`config.mk`:
```
export PLATFORM = sky130hd
export DESIGN_NAME = seq_alu_flat
export DESIGN_NICKNAME = d
export VERILOG_FILES = /design/src/rtl/seq_alu_pkg.sv /design/src/rtl/seq_alu_if.sv /design/src/rtl/seq_alu_muldiv.sv /design/src/rtl/seq_alu.sv /design/src/flat_wrapper.sv
export SDC_FILE = /design/constraint.sdc
export NUM_CORES = 1
export LEC_CHECK = 0
export BUFFER_PORTS_ARGS = -buffer_cell sky130_fd_sc_hd__clkbuf_2
export CAP_MARGIN = 20
export CORE_ASPECT_RATIO = 1.25
export CORE_MARGIN = 2
export CORE_UTILIZATION = 40
export CTS_CLUSTER_SIZE = 40
export DETAILED_ROUTE_END_ITERATION = 8
export GPL_ROUTABILITY_DRIVEN = 0
export GPL_TIMING_DRIVEN = 1
export HOLD_SLACK_MARGIN = 0.08
export PLACE_DENSITY = 0.6
export SETUP_SLACK_MARGIN = 0.3
export SLEW_MARGIN = 10
export SYNTH_ARGS = -nofsm -noshare
export SYNTH_HDL_FRONTEND = slang
export SYNTH_SLANG_ARGS = --single-unit
export TNS_END_PERCENT = 100
```
`constraint.sdc`:
```
create_clock -name clk -period 3.6 [get_ports clk]
set_clock_uncertainty 0.1 [all_clocks]
set_input_delay 0.54 -clock clk [delete_from_list [all_inputs] [get_ports clk]]
set_output_delay 0.54 -clock clk [all_outputs]
set_load 0.02 [all_outputs]
```
`src/rtl/seq_alu_pkg.sv`:
```
// Shared opcode and FSM state definitions for the sequential ALU.
package seq_alu_pkg;

  localparam logic [1:0] OP_ADD = 2'b00;
  localparam logic [1:0] OP_MUL = 2'b01;
  localparam logic [1:0] OP_SUB = 2'b10;
  localparam logic [1:0] OP_DIV = 2'b11;

  typedef enum logic [1:0] {
    ST_IDLE = 2'd0,
    ST_BUSY = 2'd1,
    ST_DONE = 2'd2
  } alu_state_e;

  // Bit 0 of the opcode marks the iterative ops (MUL/DIV), bit 1 marks SUB/DIV.
  function automatic logic is_iterative(input logic [1:0] op);
    return op[0];
  endfunction

endpackage

```
`src/rtl/seq_alu_if.sv`:
```
// Request/result bundle between the pin wrapper (master) and seq_alu (slave).
interface seq_alu_if #(
  parameter int WIDTH = 4
);
  // Handshake: a request transfers on a rising edge where in_valid && in_ready;
  // a result transfers on a rising edge where out_valid && out_ready. Senders
  // hold valid and payload stable until the transfer edge.
  logic                 in_valid;
  logic                 in_ready;
  logic [1:0]           op;
  logic [WIDTH-1:0]     a;
  logic [WIDTH-1:0]     b;
  logic                 out_valid;
  logic                 out_ready;
  logic [2*WIDTH-1:0]   result;
  logic                 flag_z;
  logic                 flag_c;
  logic                 flag_v;
  logic                 flag_dz;

  modport master (
    output in_valid, op, a, b, out_ready,
    input  in_ready, out_valid, result, flag_z, flag_c, flag_v, flag_dz
  );

  modport slave (
    input  in_valid, op, a, b, out_ready,
    output in_ready, out_valid, result, flag_z, flag_c, flag_v, flag_dz
  );
endinterface

```
`src/rtl/seq_alu_muldiv.sv`:
```
// Iterative datapath: shift-add multiply (mode=0) or restoring divide (mode=1),
// one bit per step; res_next is the value the working register takes on the next step.
module seq_alu_muldiv #(
  parameter int WIDTH = 4
) (
  input  logic                 clk,
  input  logic                 rst_n,
  input  logic                 load,
  input  logic                 step,
  input  logic                 mode,
  input  logic [WIDTH-1:0]     a,
  input  logic [WIDTH-1:0]     b,
  output logic [2*WIDTH-1:0]   res_next
);

  logic                 mode_q;
  logic [WIDTH-1:0]     operand_q;
  logic [2*WIDTH-1:0]   p_q;

  logic [WIDTH:0]       mul_sum;
  logic [2*WIDTH-1:0]   mul_next;
  logic [WIDTH:0]       div_shift;
  logic                 div_geq;
  logic [WIDTH-1:0]     div_diff;
  logic [WIDTH-1:0]     div_rem;
  logic [2*WIDTH-1:0]   div_next;

  // MUL: p = {acc, multiplier}; DIV: p = {remainder, dividend/quotient}.
  always_comb begin
    mul_sum   = {1'b0, p_q[2*WIDTH-1:WIDTH]} + (p_q[0] ? {1'b0, operand_q} : '0);
    mul_next  = {mul_sum, p_q[WIDTH-1:1]};

    div_shift = {p_q[2*WIDTH-1:WIDTH], p_q[WIDTH-1]};
    div_geq   = (div_shift >= {1'b0, operand_q});
    // True difference is below 2^WIDTH whenever div_geq holds, so mod-2^WIDTH is exact.
    div_diff  = div_shift[WIDTH-1:0] - operand_q;
    div_rem   = div_geq ? div_diff : div_shift[WIDTH-1:0];
    div_next  = {div_rem, p_q[WIDTH-2:0], div_geq};

    res_next  = mode_q ? div_next : mul_next;
  end

  always_ff @(posedge clk or negedge rst_n) begin
    if (!rst_n) begin
      mode_q    <= 1'b0;
      operand_q <= '0;
      p_q       <= '0;
    end else if (load) begin
      mode_q    <= mode;
      operand_q <= mode ? b : a;
      p_q       <= mode ? {{WIDTH{1'b0}}, a} : {{WIDTH{1'b0}}, b};
    end else if (step) begin
      p_q       <= res_next;
    end
  end

endmodule

```
`src/rtl/seq_alu.sv`:
```
// Handshaked WIDTH-bit unsigned ALU: single-cycle ADD/SUB, iterative MUL/DIV.
module seq_alu
  import seq_alu_pkg::*;
#(
  parameter int WIDTH = 4
) (
  input  logic        clk,
  input  logic        rst_n,
  seq_alu_if.slave    bus,
  output alu_state_e  dbg_state
);

  localparam int CNT_W = $clog2(WIDTH + 1);

  alu_state_e           state;
  logic [CNT_W-1:0]     cnt;
  logic                 dz_q;
  logic                 in_ready_q;
  logic                 out_valid_q;
  logic [2*WIDTH-1:0]   result_q;
  logic                 fz_q, fc_q, fv_q, fdz_q;

  logic                 accept;
  logic [WIDTH:0]       sum_w;
  logic [WIDTH:0]       diff_w;
  logic [WIDTH-1:0]     as_res;
  logic                 as_c;
  logic                 as_v;
  logic [2*WIDTH-1:0]   md_next;

  assign accept = bus.in_valid && in_ready_q;

  always_comb begin
    sum_w  = {1'b0, bus.a} + {1'b0, bus.b};
    diff_w = {1'b0, bus.a} - {1'b0, bus.b};
    if (bus.op == OP_SUB) begin
      as_res = diff_w[WIDTH-1:0];
      as_c   = diff_w[WIDTH];
      as_v   = (bus.a[WIDTH-1] != bus.b[WIDTH-1]) && (diff_w[WIDTH-1] != bus.a[WIDTH-1]);
    end else begin
      as_res = sum_w[WIDTH-1:0];
      as_c   = sum_w[WIDTH];
      as_v   = (bus.a[WIDTH-1] == bus.b[WIDTH-1]) && (sum_w[WIDTH-1] != bus.a[WIDTH-1]);
    end
  end

  seq_alu_muldiv #(.WIDTH(WIDTH)) u_muldiv (
    .clk      (clk),
    .rst_n    (rst_n),
    .load     (accept && is_iterative(bus.op)),
    .step     (state == ST_BUSY),
    .mode     (bus.op == OP_DIV),
    .a        (bus.a),
    .b        (bus.b),
    .res_next (md_next)
  );

  always_ff @(posedge clk or negedge rst_n) begin
    if (!rst_n) begin
      state       <= ST_IDLE;
      cnt         <= '0;
      dz_q        <= 1'b0;
      in_ready_q  <= 1'b1;
      out_valid_q <= 1'b0;
      result_q    <= '0;
      fz_q        <= 1'b0;
      fc_q        <= 1'b0;
      fv_q        <= 1'b0;
      fdz_q       <= 1'b0;
    end else begin
      case (state)
        ST_IDLE: begin
          if (accept) begin
            in_ready_q <= 1'b0;
            if (is_iterative(bus.op)) begin
              state <= ST_BUSY;
              cnt   <= CNT_W'(WIDTH);
              dz_q  <= (bus.op == OP_DIV) && (bus.b == '0);
            end else begin
              state       <= ST_DONE;
              out_valid_q <= 1'b1;
              result_q    <= {{WIDTH{1'b0}}, as_res};
              fz_q        <= (as_res == '0);
              fc_q        <= as_c;
              fv_q        <= as_v;
              fdz_q       <= 1'b0;
            end
          end
        end
        ST_BUSY: begin
          cnt <= cnt - 1'b1;
          // Last iteration: capture the datapath's post-step value directly.
          if (cnt == CNT_W'(1)) begin
            state       <= ST_DONE;
            out_valid_q <= 1'b1;
            result_q    <= md_next;
            fz_q        <= (md_next == '0);
            fc_q        <= 1'b0;
            fv_q        <= 1'b0;
            fdz_q       <= dz_q;
          end
        end
        ST_DONE: begin
          if (bus.out_ready) begin
            state       <= ST_IDLE;
            out_valid_q <= 1'b0;
            in_ready_q  <= 1'b1;
          end
        end
        default: state <= ST_IDLE;
      endcase
    end
  end

  assign bus.in_ready  = in_ready_q;
  assign bus.out_valid = out_valid_q;
  assign bus.result    = result_q;
  assign bus.flag_z    = fz_q;
  assign bus.flag_c    = fc_q;
  assign bus.flag_v    = fv_q;
  assign bus.flag_dz   = fdz_q;
  assign dbg_state     = state;

endmodule

```
`src/flat_wrapper.sv`:
```
// flat-port wrapper written by rule: the top's interface ports become plain ports
module seq_alu_flat import seq_alu_pkg::*;
#(
  parameter int WIDTH = 4
)
  (clk, rst_n, dbg_state, bus_in_valid, bus_op, bus_a, bus_b, bus_out_ready, bus_in_ready, bus_out_valid, bus_result, bus_flag_z, bus_flag_c, bus_flag_v, bus_flag_dz);
  seq_alu_if #(.WIDTH(WIDTH)) bus_i ();
  input  logic clk;
  input  logic rst_n;
  output alu_state_e dbg_state;
  input wire logic [$bits(bus_i.in_valid)-1:0] bus_in_valid;
  input wire logic [$bits(bus_i.op)-1:0] bus_op;
  input wire logic [$bits(bus_i.a)-1:0] bus_a;
  input wire logic [$bits(bus_i.b)-1:0] bus_b;
  input wire logic [$bits(bus_i.out_ready)-1:0] bus_out_ready;
  output wire logic [$bits(bus_i.in_ready)-1:0] bus_in_ready;
  output wire logic [$bits(bus_i.out_valid)-1:0] bus_out_valid;
  output wire logic [$bits(bus_i.result)-1:0] bus_result;
  output wire logic [$bits(bus_i.flag_z)-1:0] bus_flag_z;
  output wire logic [$bits(bus_i.flag_c)-1:0] bus_flag_c;
  output wire logic [$bits(bus_i.flag_v)-1:0] bus_flag_v;
  output wire logic [$bits(bus_i.flag_dz)-1:0] bus_flag_dz;
  assign bus_i.in_valid = bus_in_valid;
  assign bus_i.op = bus_op;
  assign bus_i.a = bus_a;
  assign bus_i.b = bus_b;
  assign bus_i.out_ready = bus_out_ready;
  assign bus_in_ready = bus_i.in_ready;
  assign bus_out_valid = bus_i.out_valid;
  assign bus_result = bus_i.result;
  assign bus_flag_z = bus_i.flag_z;
  assign bus_flag_c = bus_i.flag_c;
  assign bus_flag_v = bus_i.flag_v;
  assign bus_flag_dz = bus_i.flag_dz;
  seq_alu #(.WIDTH(WIDTH)) u_core (.clk(clk), .rst_n(rst_n), .bus(bus_i), .dbg_state(dbg_state));
endmodule
```
==> results of run 1 <==
registers in the layout (all words and copies together), names as in the netlist:
| signal | flops |
|---|---|
| u_core.u_muldiv.operand_q | 4 |
| u_core.bus.result | 8 |
| u_core.u_muldiv.mode_q | 1 |
| u_core.bus.flag_dz | 1 |
| u_core.bus.flag_v | 1 |
| u_core.dz_q | 1 |
| u_core.bus.flag_z | 1 |
| u_core.dbg_state | 2 |
| u_core.bus.flag_c | 1 |
| u_core.u_muldiv.p_q | 8 |
| u_core.bus.out_valid | 1 |
| u_core.bus.in_ready | 1 |
| u_core.cnt | 3 |
kinds of logic after synthesis:
family / after synthesis
AND/OR/NAND/NOR: 92
XOR/XNOR: 5
buffers and inverters: 34
AO/OA/AOI/OAI: 75
flip-flops: 33
adder cells (fa/ha/maj): 22
multiplexers: 6
worst max-delay path, cell delays in order, from the launching register on:
cell and delay [ns]:
dfrtp_1 0.44, and2_1 0.17, ha_1 0.19, inv_1 0.06, fa_1 0.38, nor2b_1 0.16, o21ai_0 0.09, a21oi_1 0.24
o32ai_2 0.14, o21ai_0 0.17, and2_1 0.14
layer usage:
layer	up-vias	share of wire	global-route usage
li1	985	-	-
met1	948	0.44	0.242
met2	40	0.50	0.309
met3	12	0.030	0.0258
met4	0	0.029	0.0741
met5	-	0	0
cell type report:
type	instances	area [sq um]	area share
Clock buffer	5	68.8	0.0259
Multi-Input combinational cell	200	1380	0.519
Sequential cell	33	827	0.312
Tap cell	66	82.6	0.0311
Timing Repair Buffer	30	153	0.0575
Clock inverter	3	65.1	0.0245
Inverter	21	78.8	0.0297
placed cells by master, fill, tap and decap left out, types with 2 or more instances in the layout:
cell type and n:
a211oi_1 5, a21o_1 2, a21oi_1 11, a22oi_1 5, a32o_1 2, and2_1 6
and3_1 2, bufinv_16 2, clkbuf_2 29, clkbuf_8 5, dfrtp_1 32, fa_1 4
ha_1 18, inv_1 21, mux2_2 2, mux2i_1 4, nand2_1 31, nand2b_1 3
nand3_1 2, nand4_1 2, nor2_1 18, nor2b_1 9, nor3_1 9, nor4_1 2
o211ai_1 6, o21a_1 2, o21ai_0 27, o221ai_1 2, xnor2_1 4
power groups by stage:
stage                     Sequential (mW)  Clock (mW)  Combinational, mW
after global routing                0.716       0.434               1.36
after detailed placement            0.701           0               1.20
after floorplan                     0.711           0              0.892
final                               0.696       0.415               1.20
after global placement              0.698           0               1.19
after CTS                           0.694       0.420               1.22
metrics by stage:
stage | total power [mW] | worst slack (ns) | hold WS [ns] | utilization
floorplan | 1.60 | 1.49 | 0.144 | -
global placement | 1.89 | 1.19 | 0.359 | 0.439
detailed placement | 1.90 | 1.19 | 0.370 | 0.439
CTS | 2.33 | 1.24 | 0.268 | 0.462
global route | 2.51 | 1.01 | 0.328 | 0.462
finish | 2.32 | 1.26 | 0.244 | 0.462
final timing paths:
kind | end | slack (ns) | cells past startpoint
setup / recovery | u_core.u_muldiv.p_q[7] | 1.26 | 10
hold / removal | u_core.bus.result[6] | 0.24 | 1
max in group asynchronous | u_core.u_muldiv.operand_q[1] | 2.62 | 1
hold reg to reg | u_core.bus.result[5] | 0.39 | 2
setup reg to reg | u_core.u_muldiv.p_q[7] | 1.26 | 10
min in group clk | u_core.dbg_state[1] | 0.35 | 2
==> flow_summary.yaml, run 1 <==
outcome:
  status: "finished clean"
synthesis:
  ys_ff_latch: 33
  synth_nets: 303
  ys_seq_area_frac: 0.351
  synth_edf_count: 0
  ys_top_cells_by_count: "dfrtp_1 (32), nand2_1 (31), o21ai_0 (27)"
  yosysMostFrequentCell: "dfrtp_1"
  ys_warn_count: 0
  synthCells: 267
  synth_xor_xnor_area_share: 0.0186
  synth_simple_gate_area_frac: 0.193
  synth-main-ff-cell: "dfrtp_1"
  synth_top_family_by_area: "compound AO/OA/AOI/OAI gates"
  netlist_area_sq_um: 2360
  yosys-top-cells-area: "dfrtp_1 (34%), ha_1 (9.6%), o21ai_0 (5.7%)"
  async_flop_share: 1.00
  synth_compound_area_frac: 0.217
  synth_top_area_cell: "dfrtp_1"
  avgSynthCellArea_sq_um: 8.83
  synth_top_area_share: 0.340
  synthAdderAreaFrac: 0.130
  ys_types: 52
  muxShareOfSynthArea: 0.0265
placement:
  io_buffers: 29
  dp.cells: 350
  dp_hpwl_microns: 4350
  dpl_cell_area_sq_um: 2520
min_path:
  worstHoldPathType: "in -> async"
sta:
  period_share: 0.650
  setup_violations: 0
  max_freq_mhz: 427
  rsz0062_at_grt: "no"
  timing.final.crit_period_ns: 2.34
  setup-tns-final_ns: 0
  report.final.slew_viol_count: 0
  finalHoldViolCount: 0
  relSlewSlack: 0.437
  tightest_slew_ns: 0.845
setup_path:
  end_kind: "register"
  worstSetupStartpointType: "register"
  arrival_ns: 2.47
  r2r-start: "u_core.u_muldiv.p_q[0]"
  cp_max_fo: 7
  required_ns: 3.73
  crit_type: "reg -> reg"
  cp-startpoint: "u_core.u_muldiv.p_q[0]"
pwr:
  ir_drop_mv: 0.492
  seqPwrFrac: 0.300
  p_clk_frac: 0.179
  p_int_mw: 1.31
  p_sw_mw: 1.00
  power.density_nw_per_um2: 873
  combPwrFrac: 0.520
  p_leak_nw: 1.26
  swShare: 0.433
cells_and_area:
  synthToLayoutAreaGrowth_pct: 12.5
  fill_cells: 570
  finalNetCount: 327
  design_area_sq_um: 2650
  instances_no_fill: 358
  antenna_cells: 0
  drive_above_1_share: 0.168
floorplan:
  fp.dieW_microns: 72.7
  die-area_sq_um: 6530
  start_util: 0.411
  ioPinCount: 30
  fp.dieH_microns: 89.8
  core_area_sq_um: 5740
  std_cell_rows: 31
detailed_routing:
  postRouteAntennaNets: 0
  drtPass1Iterations: 4
  drc: 0
  viasPerCell: 5.54
  detail_route.wl_per_cell_microns: 15.9
  wl_microns: 5700
  vias: 1985
  drtIter0Drc: 110
flow_run:
  drv_cap: 0
global_routing:
  grt_pass1_vias: 1946
  antenna_found_initial: 0
  grt_overflow: 0
  grt_pass1_wl_microns: 9560
  grt_usage: 0.187
  grt_max_degree: 34
clocking:
  cts-root-buf: "clkbuf_8"
  hold_buffers: 0
  clkTransAtPathRegs_ns: 0.07
  postCtsSetupBuffers: 0
  tritoncts: "yes"
  clk_latency_ns: 0.29
  cts.htree.levels: 2
  cts_resized: 0
  cts_buffer_depth: 2
  cts_num_sinks: 33
  numCtsBuffers: 5
(Power assumes the default switching activity.)
==> run 2, diff against run 1 <==
==> constraint.sdc (replaced) <==
create_clock -name clk -period 2.2 [get_ports clk]
set_clock_uncertainty 0.1 [all_clocks]
set_input_delay 0.33 -clock clk [delete_from_list [all_inputs] [get_ports clk]]
set_output_delay 0.33 -clock clk [all_outputs]
set_load 0.02 [all_outputs]
==> flow_summary.yaml, run 2 (synthesis gave the netlist of run 1 again) <==
detailed_routing:
  detail_route.wl_per_cell_microns: 16.0
  drc: 0
  wl_microns: 6220
  postRouteAntennaNets: 0
  drtPass1Iterations: 4
  drtIter0Drc: 106
  vias: 2105
  viasPerCell: 5.41
placement:
  dpl_cell_area_sq_um: 2670
  io_buffers: 29
  dp_hpwl_microns: 4590
global_routing:
  antenna_found_initial: 0
  grt_usage: 0.199
  grt_max_degree: 34
  grt_overflow: 0
  grt_pass1_vias: 2106
  grt_pass1_wl_microns: 10300
min_path:
  worstHoldPathType: "in -> reg"
  holdPathEnd: "u_core.dbg_state[1]"
  min_path_cells: 2
  worstHoldStart: "bus_out_ready"
setup_path:
  crit_type: "reg -> reg"
  max_stage_delay_ns: 0.39
  required_ns: 2.30
  end_kind: "register"
  crit_slowest_cell: "dfrtp_1"
  r2r_cells: 8
  r2r-start: "u_core.u_muldiv.operand_q[1]"
  cpLargestDelayFamily: "compound AO/OA/AOI/OAI gates"
  arrival_ns: 2.26
  crit_buf_inv: 1
  rrSetupSlack_ns: 0.04
  worstSetupStartpointType: "register"
  crit_chain: "inv_2 -> ha_4 -> nor2b_4 -> o31a_4 -> or2_4 -> o32ai_4 -> o211ai_1 -> o31ai_2"
  reg2reg_to: "u_core.bus.flag_z"
  cp_max_fo: 5
  cp-startpoint: "u_core.u_muldiv.operand_q[1]"
floorplan:
  ioPinCount: 30
  core_area_sq_um: 5740
  fp.dieW_microns: 72.7
  std_cell_rows: 31
  fp.dieH_microns: 89.8
  start_util: 0.411
  die-area_sq_um: 6530
flow_run:
  drv_cap: 0
cells_and_area:
  design_area_sq_um: 3130
  finalNetCount: 358
  synthToLayoutAreaGrowth_pct: 32.6
  layout_commonest_cell: "dfrtp_1"
  fill_cells: 531
  mostFrequentLayoutCells: "dfrtp_1 (30), clkbuf_2 (29), nand2_1 (27), buf_4 (27)"
  antenna_cells: 0
  finish.utilization: 0.544
  drive_above_1_share: 0.359
pwr:
  p_leak_nw: 1.44
  ir_drop_mv: 0.581
  power.density_nw_per_um2: 1600
  total_power_mw: 5.01
clocking:
  cts_buffer_depth: 2
  numCtsBuffers: 5
  clkTransAtPathRegs_ns: 0.07
  cts-root-buf: "clkbuf_8"
  cts_num_sinks: 33
  cts.htree.levels: 2
  tritoncts: "yes"
  clk_latency_ns: 0.28
sta:
  report.final.slew_viol_count: 0
  tightest_slew_ns: 0.825
  setup_violations: 0
  period_share: 0.983
  rsz0062_at_grt: "yes"
  max_freq_mhz: 462
  relSlewSlack: 0.450
  timing.final.crit_period_ns: 2.16
  finalHoldViolCount: 0
outcome:
  status: "finished clean"
run 2: layout make-up:
class	count	area, sq um	area share
flip-flops and latches	33	830	0.265
multi-input cells	200	1620	0.517
repair buffers	61	403	0.129
inverters	21	78.8	0.0252
well taps	66	82.6	0.0264
clock inverters	1	30.0	0.00961
clock buffers	7	86.3	0.0276
run 2: worst max-delay path by stage:
stage,cells after the start,end,slack (ns)
6_report,8,u_core.bus.flag_z,0.04
4_1_cts,8,u_core.bus.flag_z,0.03
3_5_place_dp,8,u_core.bus.flag_z,-0.003
5_1_grt,8,u_core.bus.flag_z,-0.07
3_3_place_gp,11,u_core.bus.flag_z,-0.006
2_1_floorplan,7,u_core.bus.flag_z,0.09
run 2: through the flow:
step / TNS [ns] / hold WS, ns / std cells / setup WS (ns)
2_1_floorplan: 0 / -0.0656 / 267 / 0.0941
3_3_place_gp: -0.00612 / 0.359 / 368 / -0.00612
3_5_place_dp: -0.00337 / 0.366 / 368 / -0.00337
4_1_cts: 0 / 0.132 / 383 / 0.0266
5_1_grt: -0.0678 / 0.133 / 389 / -0.0678
6_report: 0 / 0.131 / 389 / 0.0368
run 2: power breakdown:
group / switching (mW) / total (mW) / leakage [nW] / internal (mW)
combinational: 1.70 / 3.33 / 0.981 / 1.64
sequential: 0.211 / 1.08 / 0.395 / 0.867
clock: 0.229 / 0.599 / 0.0585 / 0.369
run 2: metal layers:
metal,GRT usage,share of wire
met1,0.257,0.43
met5,0,0
met4,0.0509,0.020
met2,0.341,0.51
met3,0.0325,0.034
run 2: repair_timing:
action | CTS | global route
resized for setup | 28 | 30
cloned | 0 | 0
buffers inserted | 6 | 6
pin swaps | 9 | 22
hold endpoints to repair | 32 | 0
hold buffers | 1 | 0
endpoints found under the setup margin | 10 | 17
